--- src/rtl/cache_control.sv ---
// Sequencing FSM for the 2-way, 8-set, write-back/write-allocate L1 cache datapath.
// Define PERF_CNT_EN to build the saturating hit/miss performance counters.
module cache_control #(
    parameter int CNT_WIDTH = 16
) (
    input  logic                 clk,
    input  logic                 reset,
    input  logic                 mem_read,
    input  logic                 mem_write,
    output logic                 mem_resp,
    output logic                 pmem_read,
    output logic                 pmem_write,
    input  logic                 pmem_resp,
    input  logic                 hit1_out,
    input  logic                 hit2_out,
    input  logic                 hit_flag,
    input  logic                 dirty_bit1_out,
    input  logic                 dirty_bit2_out,
    input  logic                 lru_out,
    output logic                 load_tag1,
    output logic                 load_tag2,
    output logic                 load_valid1,
    output logic                 load_valid2,
    output logic                 load_data1,
    output logic                 load_data2,
    output logic                 load_dirty1,
    output logic                 load_dirty2,
    output logic                 load_lru,
    output logic                 dirty1,
    output logic                 dirty2,
    output logic                 lru_in,
    output logic                 datain1_sel,
    output logic [1:0]           pmem_addr_mux_sel,
    output logic [CNT_WIDTH-1:0] hit_count,
    output logic [CNT_WIDTH-1:0] miss_count
);

    typedef enum logic [1:0] {CHECK, WRITEBACK, ALLOCATE} state_t;

    state_t state, next_state;
    logic   request, victim_dirty;

    assign request      = mem_read | mem_write;
    assign victim_dirty = lru_out ? dirty_bit2_out : dirty_bit1_out;

    always_ff @(posedge clk) begin
        if (reset) state <= CHECK;
        else       state <= next_state;
    end

    always_comb begin
        next_state        = state;
        mem_resp          = 1'b0;
        pmem_read         = 1'b0;
        pmem_write        = 1'b0;
        load_tag1         = 1'b0;
        load_tag2         = 1'b0;
        load_valid1       = 1'b0;
        load_valid2       = 1'b0;
        load_data1        = 1'b0;
        load_data2        = 1'b0;
        load_dirty1       = 1'b0;
        load_dirty2       = 1'b0;
        load_lru          = 1'b0;
        dirty1            = 1'b0;
        dirty2            = 1'b0;
        lru_in            = 1'b0;
        datain1_sel       = 1'b0;
        pmem_addr_mux_sel = 2'b00;
        case (state)
            CHECK: begin
                pmem_addr_mux_sel = 2'b10;
                if (request && hit_flag) begin
                    mem_resp = 1'b1;
                    load_lru = 1'b1;
                    lru_in   = hit1_out;
                    // a write (or read+write) merges into the hit way; way1 wins a double hit
                    if (mem_write) begin
                        datain1_sel = 1'b1;
                        if (hit1_out) begin
                            load_data1  = 1'b1;
                            load_dirty1 = 1'b1;
                            dirty1      = 1'b1;
                        end else if (hit2_out) begin
                            load_data2  = 1'b1;
                            load_dirty2 = 1'b1;
                            dirty2      = 1'b1;
                        end
                    end
                end else if (request) begin
                    next_state = victim_dirty ? WRITEBACK : ALLOCATE;
                end
            end
            WRITEBACK: begin
                pmem_write        = 1'b1;
                pmem_addr_mux_sel = {1'b0, lru_out};
                if (pmem_resp) begin
                    load_dirty1 = ~lru_out;
                    load_dirty2 = lru_out;
                    next_state  = request ? ALLOCATE : CHECK;
                end
            end
            ALLOCATE: begin
                pmem_read         = 1'b1;
                pmem_addr_mux_sel = 2'b10;
                if (pmem_resp) begin
                    load_data1  = ~lru_out;
                    load_tag1   = ~lru_out;
                    load_valid1 = ~lru_out;
                    load_dirty1 = ~lru_out;
                    load_data2  = lru_out;
                    load_tag2   = lru_out;
                    load_valid2 = lru_out;
                    load_dirty2 = lru_out;
                    next_state  = CHECK;
                end
            end
            default: next_state = CHECK;
        endcase
        // reset abandons the transaction: no array writes and no completion this cycle
        if (reset) begin
            mem_resp    = 1'b0;
            load_tag1   = 1'b0;
            load_tag2   = 1'b0;
            load_valid1 = 1'b0;
            load_valid2 = 1'b0;
            load_data1  = 1'b0;
            load_data2  = 1'b0;
            load_dirty1 = 1'b0;
            load_dirty2 = 1'b0;
            load_lru    = 1'b0;
        end
    end

`ifdef PERF_CNT_EN
    logic [CNT_WIDTH-1:0] hit_cnt, miss_cnt;

    always_ff @(posedge clk) begin
        if (reset) begin
            hit_cnt  <= '0;
            miss_cnt <= '0;
        end else begin
            if (mem_resp && hit_cnt != '1)
                hit_cnt <= hit_cnt + CNT_WIDTH'(1);
            if (state == CHECK && next_state != CHECK && miss_cnt != '1)
                miss_cnt <= miss_cnt + CNT_WIDTH'(1);
        end
    end

    assign hit_count  = hit_cnt;
    assign miss_count = miss_cnt;
`else
    assign hit_count  = '0;
    assign miss_count = '0;
`endif

endmodule

--- config.mk ---
export PLATFORM = sky130hd
export DESIGN_NAME = cache_control
export DESIGN_NICKNAME = d
export VERILOG_FILES = /design/src/rtl/cache_control.sv
export SDC_FILE = /design/constraint.sdc
export NUM_CORES = 1
export LEC_CHECK = 0
export BUFFER_PORTS_ARGS = -buffer_cell sky130_fd_sc_hd__buf_2
export CAP_MARGIN = 10
export CORE_MARGIN = 2
export CORE_UTILIZATION = 35
export DETAILED_ROUTE_END_ITERATION = 10
export GPL_ROUTABILITY_DRIVEN = 0
export GPL_TIMING_DRIVEN = 0
export PLACE_DENSITY = 0.91
export SYNTH_ARGS = -nofsm -noshare
export SYNTH_HDL_FRONTEND = slang
export SYNTH_SLANG_ARGS = --single-unit
--- constraint.sdc ---
create_clock -name clk -period 1.92 [get_ports clk]
set_input_delay 0.288 -clock clk [delete_from_list [all_inputs] [get_ports clk]]
set_output_delay 0.288 -clock clk [all_outputs]
set_load 0.1 [all_outputs]
==> results of run 1 <==
-- tightest hold or removal path, stage by stage --
cell       delay (ns)
buf_2            0.08
mux2i_1          0.07
o21bai_1         0.12
a2bb2oi_1        0.06
-- area by class of cell --
| cell class | instances | area share, % |
|---|---|---|
| flip-flops and latches | 2 | 4.043 |
| plain buffers | 37 | 25.21 |
| multi-input cells | 69 | 45.74 |
| clock buffers | 4 | 2.234 |
| well taps | 16 | 1.702 |
| inverters | 5 | 2.660 |
| repair buffers | 30 | 18.40 |
-- cells by family (layout without fill, tap and decap cells) --
kind of cell / Yosys count / after routing
fa+ha+maj: 5 / 5
flops: 2 / 2
mux: 1 / 1
compound gates: 13 / 13
buf+inv: 42 / 76
other cells: 1 / 32
simple gates: 18 / 18
-- Yosys cell counts --
cell type	instances	area (um2)
o31ai_1	1	7.510
o21a_1	1	7.510
nand3b_1	1	7.510
and3_1	1	6.260
a211oi_1	2	15.01
or2_0	1	6.260
a2bb2oi_1	1	8.760
nor3b_1	1	7.510
nand2_1	3	11.26
o21bai_1	3	22.52
buf_4	35	262.8
nor2_1	3	11.26
or2_2	1	6.260
mux2i_1	1	10.01
buf_2	1	5.000
clkbuf_1	1	3.750
nor3_1	1	5.000
a21oi_1	3	15.01
or4_1	1	7.510
inv_1	5	18.77
dfxtp_1	2	40.04
nand3_1	3	15.01
conb_1	1	3.750
nand2b_1	2	12.51
o21ba_1	1	10.01
ha_1	5	62.56
o211ai_1	1	7.510
-- metrics by stage --
step,power (mW),hold slack [ns]
after floorplan,1.023,0.5116
after global placement,1.091,0.5376
after detailed placement,1.104,0.5501
after CTS,1.239,0.4230
after global routing,1.318,0.4711
final,1.262,0.4295
-- layer usage --
layer  global-route usage (%)  part of all wire [%]  routed length, um  vias to the layer above
met5                        0                     0                  0                        -
met4                    8.235                     0                  0                        0
met3                    1.600                   9.4                142                        0
met2                    28.29                    59                885                       39
met1                    12.98                    32                481                      280
li1                         -                     -                  -                      332
-- how the worst max path moves through the flow --
stage,start,endpoint,slack (ns),cells past startpoint
6_report,state[1],load_dirty2,0.004,6
5_1_grt,state[0],load_dirty2,-0.06,6
4_1_cts,state[1],load_dirty2,-0.01,6
3_5_place_dp,state[1],load_dirty2,0.02,6
3_3_place_gp,state[1],load_dirty2,0.04,6
2_1_floorplan,state[0],load_valid2,-0.43,5
-- cell usage in the layout, fill, tap and decap left out, drive strengths merged --
master,Yosys,final
dfxtp,2,2
o21a,1,1
mux2i,1,1
nor3,1,1
a2bb2oi,1,1
o21ba,1,1
nand2b,2,2
buf,36,63
or2,2,2
o31ai,1,1
nand3b,1,1
nor2,3,3
a211oi,2,2
a21oi,3,3
ha,5,5
and3,1,1
conb,1,32
nand2,3,3
inv,5,3
o21bai,3,3
clkbuf,1,8
o211ai,1,1
nand3,3,3
or4,1,1
nor3b,1,1
clkinvlp,0,2
-- power by group through the flow --
stage	Sequential, mW	Clock, mW	Combinational, mW
floorplan	0.0797	0	0.944
global placement	0.0818	0	1.01
detailed placement	0.0833	0	1.02
CTS	0.0827	0.112	1.04
global route	0.0805	0.116	1.12
finish	0.0785	0.103	1.08
-- timing repair --
action,4_1_cts,5_1_grt
buffers inserted,0,4
resized for setup,14,5
setup endpoints to repair,8,7
pin swaps,2,3
==> results.ini, run 1 <==
[floorplan]
initial_core_util_pct = 38.28
die_y_um = 45.30
ioPinCount = 61
coreArea_um2 = 1559
die-area_um2 = 2052
fp.dieW_um = 45.30
rows = 14

[timing]
finalMaxSlewViolations = 0
fin_crit_ns = 1.916
max-slew-margin-rel_pct = 50.45
rsz0062_at_grt = true
fmax_mhz = 522.0
setup_ws_ns = 0.004206
setup_viol = 0
setup_tns_ns = 0
finClkSkew_ns = 0.006204
hold_viol = 0
timing.final.crit_share_pct = 99.78
max_slew.worst_pin.slew_ns = 0.7433

[finish]
fillers = 117
top_register = state
largest_register_ffs = 2
stdcell_area_um2 = 1176
reg_top3 = state (2)
final_core_util_pct = 75.44
syn_to_final_growth_pct = 97.07
regArea_um2 = 47.55
n_antenna_cell = 0
finalNonFillerCells = 163
multi_input_area_um2 = 538.0
nNetsFinal = 164
drive_gt1_share_pct = 62.59

[yosys]
avgSynthCellArea_um2 = 7.278
synth_top_family_by_area = buffers and inverters
ys_seq_area_share_pct = 6.709
syn-cell-area_um2 = 596.8
synthCells = 82
synth_seq_cells = 2
synth_adder_area_share_pct = 10.48
synthMuxAreaShare_pct = 1.677
synth-compound-area-share_pct = 15.72
synth.distinct_cells = 27
synth_xor_area_share_pct = 0
synthSimpleGateAreaFrac_pct = 16.14
yosysWarnings = 0

[worst_setup_path]
worstSetupStartpointType = flop
path_max_fanout = 5
r2r-start = state[1]
required_ns = 1.63
arrival_ns = 1.63
crit_path_cell_trace = inv_4 -> ha_4 -> and3_4 -> nand3_4 -> a211oi_4 -> buf_12
reg2reg_to = state[0]
path_buf_inv = 2
worstSetupPathType = flop to output port
crit_family = flip-flops
critPathMaxStageDelay_ns = 0.36
slowest_stage = dfxtp_4
reg2reg_setup_slack_ns = 0.22
end_kind = output port
r2r_cells = 6

[global_routing]
grt-ovfl-total = 0
grt_pass1_vias = 533
grt_pass1_wl_um = 2070
antenna_found_initial = 0
grt_max_degree = 10
track_usage_pct = 14.00

[place]
pre_cts_ws_ns = 0.01576
hpwl_um = 1282
portBuffers = 26
placedCellCount = 155
place_area_um2 = 1061

[clock_network]
ctsHoldBuffers = 0
cts.sink_count = 2
insertion_delay_ns = 0.23
cts-buffers-inserted = 3
clock_path_buffers = 2
clockRootBuffer = clkbuf_4
clkTransAtPathRegs_ns = 0.03
htreeDepth = 1
cts_tree = built

[power]
pwr-share-comb_pct = 85.6
p_int_uw = 402.5
pwr-share-clk_pct = 8.1
power_switching_uw = 859.2
p_leak_nw = 0.6502
power.share.sequential_pct = 6.2
sw_frac_of_total_pct = 68.10
vdd_drop_max_v = 0.0006437
power_density_nw_per_um2 = 1073

[run]
drv_cap = 0

[route]
routed_wirelength_um = 1510
wl_per_cell_um = 9.264
ant_nets = 0
drc = 0
dr.first_iter.drc_count = 9
via_per_inst = 3.994
dr_total_vias = 651
drt_pass1_iterations = 4

[worst_hold_path]
hp-class = input port to flop
min_to = state[1]
hold_depth = 4
worstHoldStart = dirty_bit2_out

[outcome]
status = complete, no violations

(Power assumes the default switching activity.)
==> inputs of run 2 (changes only) <==
Clock period 1.92 ns to 2.2 ns, I/O delays scaled along.
==> run 2 against run 1 <==
Net effect: clock-buffer cell count unchanged; sequential power decreased by 9.0%; sequential cell count unchanged; largest power group unchanged.
==> results.ini, run 2 (synthesis gave the netlist of run 1 again) <==
[finish]
final_cell_mix = buf_4 (33), conb_1 (32), buf_2 (26), clkbuf_4 (4)
drive_gt1_share_pct = 60.14  ; -2.4 points
reg_top3 = state (2)
syn_to_final_growth_pct = 81.34
n_antenna_cell = 0  ; unchanged
fillers = 121  ; +3.4%
nNetsFinal = 160  ; -2.4%
top_register = state
largest_register_ffs = 2  ; unchanged
mostFrequentLayoutCell = buf_4
stdcell_area_um2 = 1082  ; -8.0%
regArea_um2 = 45.04  ; -5.3%
multi_input_area_um2 = 538.0  ; unchanged

[worst_setup_path]
arrival_ns = 1.78  ; +0.15 ns
critPathMaxStageDelay_ns = 0.46  ; +0.10 ns
reg2reg_setup_slack_ns = 0.62  ; +0.40 ns
path_max_fanout = 5  ; unchanged
worstSetupStartpointType = flop
crit_path_cell_trace = inv_4 -> ha_4 -> and3_4 -> nand2_4 -> a211oi_4 -> buf_2
worstSetupPathType = flop to output port
required_ns = 1.87  ; +0.24 ns
crit_family = buffers and inverters
path_buf_inv = 2  ; unchanged
slowest_stage = buf_2
end_kind = output port

[clock_network]
cts.sink_count = 2  ; unchanged
insertion_delay_ns = 0.23  ; about the same
clkTransAtPathRegs_ns = 0.03  ; about the same
clockRootBuffer = clkbuf_4
ctsHoldBuffers = 0  ; unchanged
htreeDepth = 1  ; unchanged
cts-buffers-inserted = 3  ; unchanged
clock_path_buffers = 2  ; unchanged
cts_tree = built

[floorplan]
coreArea_um2 = 1559  ; unchanged
rows = 14  ; unchanged
die_y_um = 45.30  ; unchanged
fp.dieW_um = 45.30  ; unchanged
die-area_um2 = 2052  ; unchanged
initial_core_util_pct = 38.28  ; unchanged
ioPinCount = 61  ; unchanged

[timing]
hold_ws_ns = 0.5016  ; +0.07214 ns
fmax_mhz = 473.1
hold_viol = 0  ; unchanged
timing.final.crit_share_pct = 96.08
fin_crit_ns = 2.114
rsz0062_at_grt = false
finClkSkew_ns = 0.003561  ; -0.002643 ns
finalMaxSlewViolations = 0  ; unchanged
max_slew.worst_pin.slew_ns = 0.7325  ; -0.01081 ns
setup_viol = 0  ; unchanged
max-slew-margin-rel_pct = 51.17  ; +0.72 points

[global_routing]
grt-ovfl-total = 0  ; unchanged
track_usage_pct = 13.98  ; -0.023 points
grt_pass1_wl_um = 2076  ; +0.29%
antenna_found_initial = 0  ; unchanged
grt_max_degree = 10  ; unchanged
grt_pass1_vias = 505  ; -5.3%

[route]
dr_total_vias = 612  ; -6.0%
routed_wirelength_um = 1356  ; -10%
dr.first_iter.drc_count = 8  ; -1
via_per_inst = 3.849  ; -3.6%
drc = 0  ; unchanged
ant_nets = 0  ; unchanged
wl_per_cell_um = 8.528  ; -7.9%
drt_pass1_iterations = 4  ; unchanged

[worst_hold_path]
hp-class = input port to flop

[power]
power_density_nw_per_um2 = 975.0  ; -9.1%
vdd_drop_max_v = 0.0005458  ; -15%
p_leak_nw = 0.6447  ; -0.84%

[place]
portBuffers = 26  ; unchanged
hpwl_um = 1224  ; -4.6%
place_area_um2 = 1054  ; -0.71%

[outcome]
status = complete, no violations

[run]
drv_cap = 0  ; unchanged

[run 2: cell types whose count changed in the layout (fill, tap and decap cells not counted), sizes merged]
cell / delta
clkbuf: -2
clkinvlp: -2
buf: -2
inv: +2
[run 2: what timing repair did]
action	CTS	global route
setup buffers	0	0
resized for setup	0	1
setup endpoints to repair	0	1
hold endpoints to repair	0	0
[run 2: final cells by class]
| class | instances | area share, % |
|---|---|---|
| well taps | 16 | 1.850 |
| inverters | 5 | 2.197 |
| flip-flops and latches | 2 | 4.162 |
| plain buffers | 37 | 27.40 |
| clock buffers | 4 | 2.428 |
| repair buffers | 26 | 12.25 |
| multi-input cells | 69 | 49.71 |
[run 2: metrics by stage]
step	power [mW]	instances	setup TNS (ns)	setup slack [ns]	utilization (%)
6_report	1.055	159	0	0.08617	69.42
5_1_grt	1.099	159	0	0.01244	69.42
4_1_cts	1.059	159	0	0.02479	69.26
3_5_place_dp	0.9631	155	0	0.2698	67.58
3_3_place_gp	0.9501	155	0	0.3000	67.58
2_1_floorplan	0.8911	113	-0.7123	-0.1937	-
[run 2: report_power, final]
group          switching (mW)  total [mW]  leakage, nW  internal, mW
combinational           0.697       0.893        0.612         0.195
sequential             0.0202      0.0714       0.0175        0.0512
clock                  0.0237      0.0913       0.0150        0.0676
[run 2: per-layer routing]
metal  part of all wire [%]  vias up  GRT usage [%]
met5                      0        -              0
met4                   0.74        0          8.235
met3                     12        2          4.000
met2                     54       39          28.29
met1                     33      245          11.48
li1                       -      326              -
[run 2: worst paths after layout]
kind	startpoint	end	depth (start not counted)
worst max-delay path	state[1]	load_dirty1	6
worst min-delay path	dirty_bit1_out	state[1]	4
worst max register to register	state[1]	state[0]	5
worst min register to register	state[0]	state[0]	2
[run 2: tightest hold or removal path, stage by stage]
cell and delay [ns]:
buf_2 0.09, mux2i_1 0.08, o21bai_1 0.13, a2bb2oi_1 0.06
